$ cat src/rtl/gray_to_bin_decoder_if.sv
// Handshake bundle for the Gray-to-binary decoder.
// slave is the decoder's view, master the producer/consumer side.
interface gray_to_bin_decoder_if #(
  parameter int WIDTH     = 4,
  parameter int ERR_CNT_W = 8
);
  logic                 in_valid;
  logic                 in_ready;
  logic [WIDTH-1:0]     g_in;
  logic                 out_valid;
  logic                 out_ready;
  logic [WIDTH-1:0]     b_out;
  logic                 step_err;
  logic                 dir_up;
  logic [ERR_CNT_W-1:0] err_cnt;
  logic                 resync;

  modport master (
    output in_valid,
    output g_in,
    output out_ready,
    output resync,
    input  in_ready,
    input  out_valid,
    input  b_out,
    input  step_err,
    input  dir_up,
    input  err_cnt
  );

  modport slave (
    input  in_valid,
    input  g_in,
    input  out_ready,
    input  resync,
    output in_ready,
    output out_valid,
    output b_out,
    output step_err,
    output dir_up,
    output err_cnt
  );
endinterface

$ cat src/rtl/gray_to_bin_decoder.sv
// Registered Gray-to-binary decoder, 1-cycle latency, valid/ready.
// GRAY_STEP_CHECK_EN builds the single-bit-step checker.
module gray_to_bin_decoder #(
  parameter int WIDTH     = 4,
  parameter int ERR_CNT_W = 8
) (
  input logic               clk,
  input logic               rst,
  gray_to_bin_decoder_if.slave bus
);

  function automatic logic [WIDTH-1:0] g2b(
    input logic [WIDTH-1:0] g
  );
    logic [WIDTH-1:0] b;
    b[WIDTH-1] = g[WIDTH-1];
    for (int i = WIDTH - 2; i >= 0; i--) begin
      b[i] = b[i+1] ^ g[i];
    end
    return b;
  endfunction

  logic             out_valid_q;
  logic [WIDTH-1:0] b_out_q;
  logic             in_ready;
  logic             accept;

  assign in_ready = !out_valid_q || bus.out_ready;
  assign accept   = bus.in_valid && in_ready;

  always_ff @(posedge clk or posedge rst) begin
    if (rst) begin
      out_valid_q <= 1'b0;
      b_out_q     <= '0;
    end else if (accept) begin
      out_valid_q <= 1'b1;
      b_out_q     <= g2b(bus.g_in);
    end else if (bus.out_ready) begin
      out_valid_q <= 1'b0;
    end
  end

  assign bus.in_ready  = in_ready;
  assign bus.out_valid = out_valid_q;
  assign bus.b_out     = b_out_q;

`ifdef GRAY_STEP_CHECK_EN
  typedef enum logic {
    IDLE,
    TRACK
  } chk_state_e;

  chk_state_e           state_q;
  chk_state_e           state_d;
  logic [WIDTH-1:0]     prev_g_q;
  logic [WIDTH-1:0]     prev_g_d;
  logic                 step_err_q;
  logic                 step_err_d;
  logic                 dir_up_q;
  logic                 dir_up_d;
  logic [ERR_CNT_W-1:0] err_cnt_q;
  logic [ERR_CNT_W-1:0] err_cnt_d;

  logic [WIDTH-1:0]     diff;
  logic [WIDTH-1:0]     b_new;
  logic [WIDTH-1:0]     b_prev;
  logic                 first;
  logic                 d_zero;
  logic                 d_one;
  logic                 d_multi;

  assign diff    = bus.g_in ^ prev_g_q;
  assign b_new   = g2b(bus.g_in);
  assign b_prev  = g2b(prev_g_q);
  assign first   = (state_q == IDLE) || bus.resync;
  assign d_zero  = (diff == '0);
  // one-hot test: clearing the lowest set bit leaves nothing
  assign d_one   = !d_zero &&
                   ((diff & (diff - WIDTH'(1))) == '0);
  assign d_multi = !d_zero && !d_one;

  always_ff @(posedge clk or posedge rst) begin
    if (rst) begin
      state_q    <= IDLE;
      prev_g_q   <= '0;
      step_err_q <= 1'b0;
      dir_up_q   <= 1'b1;
      err_cnt_q  <= '0;
    end else begin
      state_q    <= state_d;
      prev_g_q   <= prev_g_d;
      step_err_q <= step_err_d;
      dir_up_q   <= dir_up_d;
      err_cnt_q  <= err_cnt_d;
    end
  end

  always_comb begin
    state_d = state_q;
    if (accept) begin
      state_d = TRACK;
    end else if (bus.resync) begin
      state_d = IDLE;
    end
  end

  always_comb begin
    prev_g_d   = prev_g_q;
    step_err_d = step_err_q;
    dir_up_d   = dir_up_q;
    err_cnt_d  = err_cnt_q;
    if (accept) begin
      prev_g_d = bus.g_in;
      if (first) begin
        step_err_d = 1'b0;
      end else begin
        unique case (1'b1)
          d_zero: step_err_d = 1'b0;
          d_one: begin
            step_err_d = 1'b0;
            dir_up_d   = (b_new == b_prev + WIDTH'(1));
          end
          d_multi: begin
            step_err_d = 1'b1;
            if (!(&err_cnt_q)) begin
              err_cnt_d = err_cnt_q + ERR_CNT_W'(1);
            end
          end
          default: ;
        endcase
      end
    end
  end

  assign bus.step_err = step_err_q;
  assign bus.dir_up   = dir_up_q;
  assign bus.err_cnt  = err_cnt_q;
`else
  logic unused_resync;

  assign unused_resync = bus.resync;
  assign bus.step_err  = 1'b0;
  assign bus.dir_up    = 1'b1;
  assign bus.err_cnt   = '0;
`endif

endmodule

$ cat src/flat_wrapper.sv
// flat-port wrapper written by rule: the top's interface ports become plain ports
module gray_to_bin_decoder_flat 
#(
  parameter int WIDTH     = 4,
  parameter int ERR_CNT_W = 8
)
  (clk, rst, bus_in_valid, bus_g_in, bus_out_ready, bus_resync, bus_in_ready, bus_out_valid, bus_b_out, bus_step_err, bus_dir_up, bus_err_cnt);
  gray_to_bin_decoder_if #(.WIDTH(WIDTH), .ERR_CNT_W(ERR_CNT_W)) bus_i ();
  input logic clk;
  input logic rst;
  input wire logic [$bits(bus_i.in_valid)-1:0] bus_in_valid;
  input wire logic [$bits(bus_i.g_in)-1:0] bus_g_in;
  input wire logic [$bits(bus_i.out_ready)-1:0] bus_out_ready;
  input wire logic [$bits(bus_i.resync)-1:0] bus_resync;
  output wire logic [$bits(bus_i.in_ready)-1:0] bus_in_ready;
  output wire logic [$bits(bus_i.out_valid)-1:0] bus_out_valid;
  output wire logic [$bits(bus_i.b_out)-1:0] bus_b_out;
  output wire logic [$bits(bus_i.step_err)-1:0] bus_step_err;
  output wire logic [$bits(bus_i.dir_up)-1:0] bus_dir_up;
  output wire logic [$bits(bus_i.err_cnt)-1:0] bus_err_cnt;
  assign bus_i.in_valid = bus_in_valid;
  assign bus_i.g_in = bus_g_in;
  assign bus_i.out_ready = bus_out_ready;
  assign bus_i.resync = bus_resync;
  assign bus_in_ready = bus_i.in_ready;
  assign bus_out_valid = bus_i.out_valid;
  assign bus_b_out = bus_i.b_out;
  assign bus_step_err = bus_i.step_err;
  assign bus_dir_up = bus_i.dir_up;
  assign bus_err_cnt = bus_i.err_cnt;
  gray_to_bin_decoder #(.WIDTH(WIDTH), .ERR_CNT_W(ERR_CNT_W)) u_core (.clk(clk), .rst(rst), .bus(bus_i));
endmodule
$ cat config.mk
export PLATFORM = sky130hd
export DESIGN_NAME = gray_to_bin_decoder_flat
export DESIGN_NICKNAME = d
export VERILOG_FILES = /design/src/rtl/gray_to_bin_decoder_if.sv /design/src/rtl/gray_to_bin_decoder.sv /design/src/flat_wrapper.sv
export SDC_FILE = /design/constraint.sdc
export NUM_CORES = 1
export LEC_CHECK = 0
export BUFFER_PORTS_ARGS = -buffer_cell sky130_fd_sc_hd__buf_4
export CAP_MARGIN = 30
export CORE_MARGIN = 8
export CORE_UTILIZATION = 23
export DETAILED_ROUTE_END_ITERATION = 12
export PLACE_DENSITY = 0.54
export SYNTH_ARGS = -nofsm -noshare
export SYNTH_HDL_FRONTEND = slang
export SYNTH_SLANG_ARGS = --single-unit
$ cat constraint.sdc
create_clock -name clk -period 1 [get_ports clk]
set_input_delay 0.05 -clock clk [delete_from_list [all_inputs] [get_ports clk]]
set_output_delay 0.05 -clock clk [all_outputs]
set_load 0.005 [all_outputs]
==> PnR_summary.wiki, run 1 <==
{| class="wikitable"
! Metric !! Value
|-
| Outcome || finished, violations left
|-
| Violated checks || negative setup slack
|-
| Max Clock Skew || 3.26 ps
|-
| Global router's overall resource usage || 4.91%
|-
| Detailed-route DRC error count || 0
|-
| CTS sink count || 5
|-
| Proportion of layout cells with a drive suffix above 1 || between 40% and 50%
|-
| Deepest level of the CTS H-tree || 1
|-
| Delay-heaviest family, CP || flip-flops
|-
| Buffering stage count on the worst path with inverters included || 0
|-
| Clock slew seen by the registers of the worst setup and hold paths || about 40 ps
|-
| First-pass GRT wire length || between 900 and 1000 um
|-
| Achievable clock frequency || a little under 1000 MHz
|-
| Avg Inst Size Synth || 10.9 um^2
|-
| Post-synthesis register bit count || 5
|-
| Number of input and output port buffers inserted || 13
|-
| Number of antenna violations at the first check in global routing || 0
|-
| Max-capacitance violation count || 0
|-
| Detailed Routing Iterations Pass 1 || 1
|-
| Violation count after the first detailed-route iteration || 0
|-
| CTS root buf || clkbuf_4
|-
| CP cell instances || nand2b_1 -> nand2_2 -> mux2_1
|-
| Yosys synthesis warning count || 0
|-
| Post-DP HPWL || ~530 um
|-
| CP Class || reg2reg
|-
| Static leakage power || 0.231 nW
|-
| Number of primary I/O pins || 25
|-
| Final nets || 57
|-
| Type of origin of the critical path || register
|-
| Finished Core Util || between 30% and 40%
|-
| Maximum VDD drop || 781 uV
|-
| Clock period minus final worst setup slack || a little over 1000 ps
|-
| Placeable core area || 1280 um^2
|-
| Largest net degree at the start of global routing || 6
|-
| Cell-internal power || ~0.00052 W
|-
| Clock tree from TritonCTS || built
|-
| Pwr per Cell Area || roughly 1500 nW/um^2
|-
| Net Sw Frac || roughly a quarter
|-
| Reported net switching power || around 0.00017 W
|-
| Number of library cell types mapped by synthesis || 11
|-
| RSZ-0062 raised after global routing || true
|-
| Number of antenna diodes || 0
|-
| Overall routed net length || roughly 660 um
|-
| Worst path max stage delay || about 370 ps
|-
| Worst-path cell with the longest stage delay || dfrtp_1
|-
| Most common library cell in the layout ignoring fill and taps || buf_4
|-
| Data arrival time at the worst-slack endpoint || approximately 1100 ps
|-
| Total overflow reported by the global router || 0
|-
| Fill cell total of the finished layout || approximately 150
|-
| Remaining number of nets flagged by the antenna check after routing || 0
|-
| Worst Slack Setup Final || -20.5 ps
|-
| Via count of the first global-routing pass || 243
|-
| Post-DR vias/cell || 3.69
|-
| Cell area after synthesis || 315 um^2
|-
| TritonCTS Buffers || 3
|-
| Final setup violation count || 4
|-
| Peak fanout along the critical path || 4
|-
| Effective utilization at floorplan || 24.5%
|-
| Cells after synthesis || 29
|-
| Clock share of power || between 30% and 40%
|-
| Min-Delay Path Depth || 2
|-
| Part of the power in registers || a little under two fifths
|-
| Share of the clock period used by the worst path || 102%
|-
| Die Area || between 2000 and 3000 um^2
|-
| Element type at the critical path end || register
|-
| Maximum buffer depth of the clock tree || 2
|-
| Total number of placement rows || 13
|-
| Logic depth of the worst register-to-register path || 3
|-
| Fin. Hold Viols || 0
|-
| Y dimension of the die || 53.0 um
|-
| Total negative slack for setup checks || -52.1 ps
|-
| Instance count on the critical path || 3
|-
| Placer Congestion || 0.651
|-
| Share of the yosys chip area belonging to registers || about two fifths
|-
| Final Max Tran Viols || 0
|-
| Combinational power share || between 20 and 30%
|-
| Layout overhead on the synthesized area || 42.1%
|-
| Number of vias after detailed routing || 229
|-
| Worst-Skew Late Latency || roughly 240 ps
|-
| Required time of the critical path || ~1100 ps
|-
| Most frequent cells in the layout || buf_4 (14), conb_1 (10), dfrtp_1 (5)
|-
| Reg2reg setup slack || -20 ps
|-
| Horizontal die dimension || 53.0 um
|-
| HP Class || in2reg
|-
| Average wire per cell in the routed design || roughly 11 um
|}
==> what timing repair did <==
| item | in CTS | in global routing |
|---|---|---|
| hold endpoints to repair | 5 | 0 |
| setup endpoints to repair | 5 | 5 |
| hold buffers | 1 | 0 |
| setup buffers | 1 | 0 |
| gates resized for setup | 2 | 0 |
| pin swaps | 1 | 1 |
==> final timing paths <==
path	start	endpoint
worst max register to register	u_core.bus.out_valid$_DFFE_PP0P_	u_core.bus.b_out[2]$_DFFE_PP0P_
worst min-delay path	bus_in_valid	u_core.bus.out_valid$_DFFE_PP0P_
min in group asynchronous	rst	u_core.bus.b_out[0]$_DFFE_PP0P_
worst max-delay path	u_core.bus.out_valid$_DFFE_PP0P_	u_core.bus.b_out[2]$_DFFE_PP0P_
worst min register to register	u_core.bus.b_out[0]$_DFFE_PP0P_	u_core.bus.b_out[0]$_DFFE_PP0P_
max in group asynchronous	rst	u_core.bus.b_out[3]$_DFFE_PP0P_
==> Yosys cell counts, drive strengths merged <==
master	count	share of area, %
nand2b	2	4.0
xnor2	2	5.6
mux2	4	14
conb	2	2.4
buf	10	24
dfrtp	5	40
xor2	2	7.9
nand2	1	1.2
inv	1	1.2
==> per-stage QoR <==
step	instances	worst slack, ps	hold WS (ps)	instance area [um^2]	total power (W)
finish	62	-20.5	15.0	448	0.000691
global route	62	-69.8	10.1	448	0.000742
CTS	62	-42.0	4.31	448	0.000713
detailed placement	56	-27.0	-28.6	397	0.000445
global placement	56	-7.72	-34.0	397	0.000444
floorplan	37	-23.0	-171	348	0.000367
==> worst register-to-register path: stages, from the launching register on <==
cell,delay (ps)
dfrtp_1,370
nand2b_1,110
nand2_2,110
mux2_1,310
==> area by class of cell <==
class | instances | area, um^2 | area share (%)
multi-input combinational | 21 | 148 | 33.0
timing repair buffer | 16 | 126 | 28.2
sequential | 5 | 125 | 27.9
clock buffer | 4 | 26.3 | 5.87
tap | 15 | 18.8 | 4.19
inverter | 1 | 3.75 | 0.838
==> layer usage <==
layer / vias up / global-route usage, % / wire (um)
li1: 107 / - / -
met1: 108 / 4.17 / 221
met2: 14 / 7.03 / 320
met3: 0 / 6.16 / 119
met4: 0 / 1.29 / 0
met5: - / 0 / 0
==> registers in the layout, summed over array words and instances (netlist names) <==
signal / count
u_core.bus.out_valid: 1
u_core.bus.b_out: 4
==> cells by family (layout without fill, tap and decap cells) <==
kind of cell	count (synthesis)	count (layout)	synth area share (%)
mux	4	4	14.3
other cells	2	10	2.38
xor+xnor	4	4	13.5
simple gates	3	3	5.16
flops	5	5	39.7
buf+inv	11	21	25.0
==> power groups by stage <==
stage | clock [W] | sequential, W | combinational (W)
2_1_floorplan | 0 | 0.000266 | 0.000101
3_3_place_gp | 0 | 0.000263 | 0.000181
3_5_place_dp | 0 | 0.000263 | 0.000182
4_1_cts | 0.000253 | 0.000261 | 0.000199
5_1_grt | 0.000262 | 0.000265 | 0.000215
6_report | 0.000236 | 0.000261 | 0.000194
No activity file was read; power rests on OpenSTA's default activity.
==> run 2: changes to the inputs <==
CORE_AREA = 8 8 45 47   (was unset)
CORE_MARGIN = unset   (was 8)
CORE_UTILIZATION = unset   (was 23)
DIE_AREA = 0 0 53 55   (was unset)
PLACE_DENSITY = 0.55   (was 0.54)
==> run 2 against run 1 <==
Against the previous run: the flow still finishes with violations (negative setup slack); clock skew is 2.5 ps higher; sequential share of layout area is 0.16 points higher; via count is 3.9% lower; combinational power is 3% lower; sequential power hardly changed; non-clock buffer count stayed put; largest power group unchanged; highest routed layer is now met4.
==> PnR_summary.wiki, run 2 (synthesized netlist as in run 1, its figures left out) <==
{| class="wikitable"
! Metric !! Value
|-
| Maximum VDD drop || 497 uV (was 781 uV)
|-
| CP cell instances || nand2b_1 -> nand2_2 -> mux2_1 (unchanged)
|-
| Type of origin of the critical path || register (unchanged)
|-
| Post-DR vias/cell || 3.49 (was 3.69)
|-
| Fill cell total of the finished layout || 158 (was 154)
|-
| Detailed Routing Iterations Pass 1 || 1 (unchanged)
|-
| Logic depth of the worst register-to-register path || 3 (unchanged)
|-
| Overall routed net length || 710 um (was 661 um)
|-
| GR met3 Demand/Resource || 4.28% (was 6.16%)
|-
| Detailed-route DRC error count || 0 (unchanged)
|-
| Die Area || 2920 um^2 (was 2810 um^2)
|-
| Worst Slack Setup Final || -10.8 ps (was -20.5 ps)
|-
| Total number of placement rows || 14 (was 13)
|-
| Placeable core area || 1380 um^2 (was 1280 um^2)
|-
| Deepest level of the CTS H-tree || 1 (unchanged)
|-
| GR Layer Usage met2 || 7.81% (was 7.03%)
|-
| Clock slew seen by the registers of the worst setup and hold paths || 50 ps (was 40 ps)
|-
| Effective utilization at floorplan || 22.8% (was 24.5%)
|-
| Number of primary I/O pins || 25 (unchanged)
|-
| Number of antenna diodes || 0 (unchanged)
|-
| Met1 routing resource usage after global routing || 4.92% (was 4.17%)
|-
| Violated checks || negative setup slack (unchanged)
|-
| Buffering stage count on the worst path with inverters included || 0 (unchanged)
|-
| Worst-Skew Late Latency || 250 ps (was 240 ps)
|-
| Maximum buffer depth of the clock tree || 2 (unchanged)
|-
| First-pass GRT wire length || 1080 um (was 924 um)
|-
| Flip-flop count of the largest register, all copies and words added || 4 (unchanged)
|-
| Largest net degree at the start of global routing || 6 (unchanged)
|-
| Proportion of layout cells with a drive suffix above 1 || 46.8% (was 48.9%)
|-
| Remaining number of nets flagged by the antenna check after routing || 0 (unchanged)
|-
| Instance count on the critical path || 3 (unchanged)
|-
| Most common library cell in the layout ignoring fill and taps || buf_4 (unchanged)
|-
| Layout overhead on the synthesized area || 41.3% (was 42.1%)
|-
| Via count of the first global-routing pass || 253 (was 243)
|-
| Final Max Tran Viols || 0 (unchanged)
|-
| Placer Congestion || 0.660 (was 0.651)
|-
| Worst-path cell with the longest stage delay || dfrtp_1 (unchanged)
|-
| TritonCTS Buffers || 3 (unchanged)
|-
| Horizontal die dimension || 53 um (was 53.0 um)
|-
| Most frequent cells in the layout || buf_4 (14), conb_1 (10), dfrtp_1 (5) (unchanged)
|-
| Number of input and output port buffers inserted || 13 (unchanged)
|-
| RSZ-0062 raised after global routing || true (unchanged)
|-
| HP Class || in2reg (unchanged)
|-
| Pwr per Cell Area || 1570 nW/um^2 (was 1540 nW/um^2)
|-
| GR peak layer || met2 (unchanged)
|-
| Violation count after the first detailed-route iteration || 0 (unchanged)
|-
| Delay-heaviest family, CP || flip-flops (unchanged)
|-
| Min-Delay Path Depth || 2 (unchanged)
|-
| Average wire per cell in the routed design || 11.3 um (was 10.7 um)
|-
| CP Class || reg2reg (unchanged)
|-
| Achievable clock frequency || 989 MHz (was 980 MHz)
|-
| Final nets || 57 (unchanged)
|-
| Peak fanout along the critical path || 4 (unchanged)
|-
| Number of antenna violations at the first check in global routing || 0 (unchanged)
|-
| Outcome || finished, violations left (unchanged)
|-
| CTS sink count || 5 (unchanged)
|-
| Global router's overall resource usage || 5.65% (was 4.91%)
|-
| Clock tree from TritonCTS || built (unchanged)
|-
| Data arrival time at the worst-slack endpoint || 1140 ps (about the same)
|-
| Share of the clock period used by the worst path || 101% (was 102%)
|-
| Element type at the critical path end || register (unchanged)
|-
| Power, Total || 0.000700 W (was 0.000691 W)
|-
| Y dimension of the die || 55 um (was 53.0 um)
|-
| Max Clock Skew || 5.75 ps (was 3.26 ps)
|-
| Fin. Hold Viols || 0 (unchanged)
|-
| Post-route worst hold slack || 7.93 ps (was 15.0 ps)
|-
| Required time of the critical path || 1130 ps (was 1120 ps)
|-
| Final setup violation count || 3 (was 4)
|-
| Static leakage power || 0.226 nW (was 0.231 nW)
|-
| CTS root buf || clkbuf_4 (unchanged)
|-
| Total negative slack for setup checks || -22.8 ps (was -52.1 ps)
|-
| Total overflow reported by the global router || 0 (unchanged)
|-
| Number of vias after detailed routing || 220 (was 229)
|-
| Post-DP HPWL || 576 um (was 530 um)
|-
| Max-capacitance violation count || 0 (unchanged)
|-
| Clock period minus final worst setup slack || 1010 ps (was 1020 ps)
|-
| Worst path max stage delay || 370 ps (about the same)
|}
-- run 2: cell counts in the layout (fill, tap and decap cells not counted) --
No cell type changed its count.
-- run 2: final timing paths --
check | start | slack (ps) | end
worst max-delay path | u_core.bus.out_valid$_DFFE_PP0P_ | -10 | u_core.bus.b_out[3]$_DFFE_PP0P_
worst min-delay path | bus_in_valid | 8 | u_core.bus.out_valid$_DFFE_PP0P_
worst max register to register | u_core.bus.out_valid$_DFFE_PP0P_ | -10 | u_core.bus.b_out[3]$_DFFE_PP0P_
worst min register to register | u_core.bus.b_out[3]$_DFFE_PP0P_ | 500 | u_core.bus.b_out[3]$_DFFE_PP0P_
max in group asynchronous | rst | 570 | u_core.bus.b_out[1]$_DFFE_PP0P_
min in group asynchronous | rst | 260 | u_core.bus.out_valid$_DFFE_PP0P_
-- run 2: routing by layer --
| layer | wire, um | up-vias |
|---|---|---|
| li1 | - | 103 |
| met1 | 243 | 95 |
| met2 | 302 | 19 |
| met5 | 0 | - |
| met3 | 140 | 3 |
| met4 | 24 | 0 |
-- run 2: area by class of cell --
class / count / area (um^2) / area share [%]
Tap cell: 16 / 20.0 / 4.49
Inverter: 1 / 3.75 / 0.843
Clock buffer: 4 / 26.3 / 5.90
Sequential cell: 5 / 125 / 28.1
Multi-Input combinational cell: 21 / 144 / 32.3
Timing Repair Buffer: 16 / 126 / 28.4
-- run 2: report_power, final --
group / switching, W / total, W / internal, W / leakage, nW
combinational: 0.0000703 / 0.000189 / 0.000118 / 0.153
sequential: 0.0000191 / 0.000261 / 0.000242 / 0.0576
clock: 0.0000989 / 0.000251 / 0.000152 / 0.0150
-- run 2: metrics by stage --
| stage | utilization [%] | setup WS (ps) | instances | area, um^2 |
|---|---|---|---|---|
| after floorplan | - | -23.0 | 37 | 348 |
| after global placement | 28.8 | 5.37 | 57 | 398 |
| after detailed placement | 28.8 | -16.8 | 57 | 398 |
| after CTS | 31.9 | -19.7 | 63 | 442 |
| after global routing | 32.2 | -74.0 | 63 | 445 |
| final | 32.2 | -10.8 | 63 | 445 |
-- run 2: what timing repair did --
item / 4_1_cts / 5_1_grt
setup buffers: 1 / 0
hold buffers: 1 / 0
endpoints found under the hold margin: 5 / 0
pin swaps: 0 / 0
setup endpoints to repair: 5 / 5
resized for setup: 0 / 1
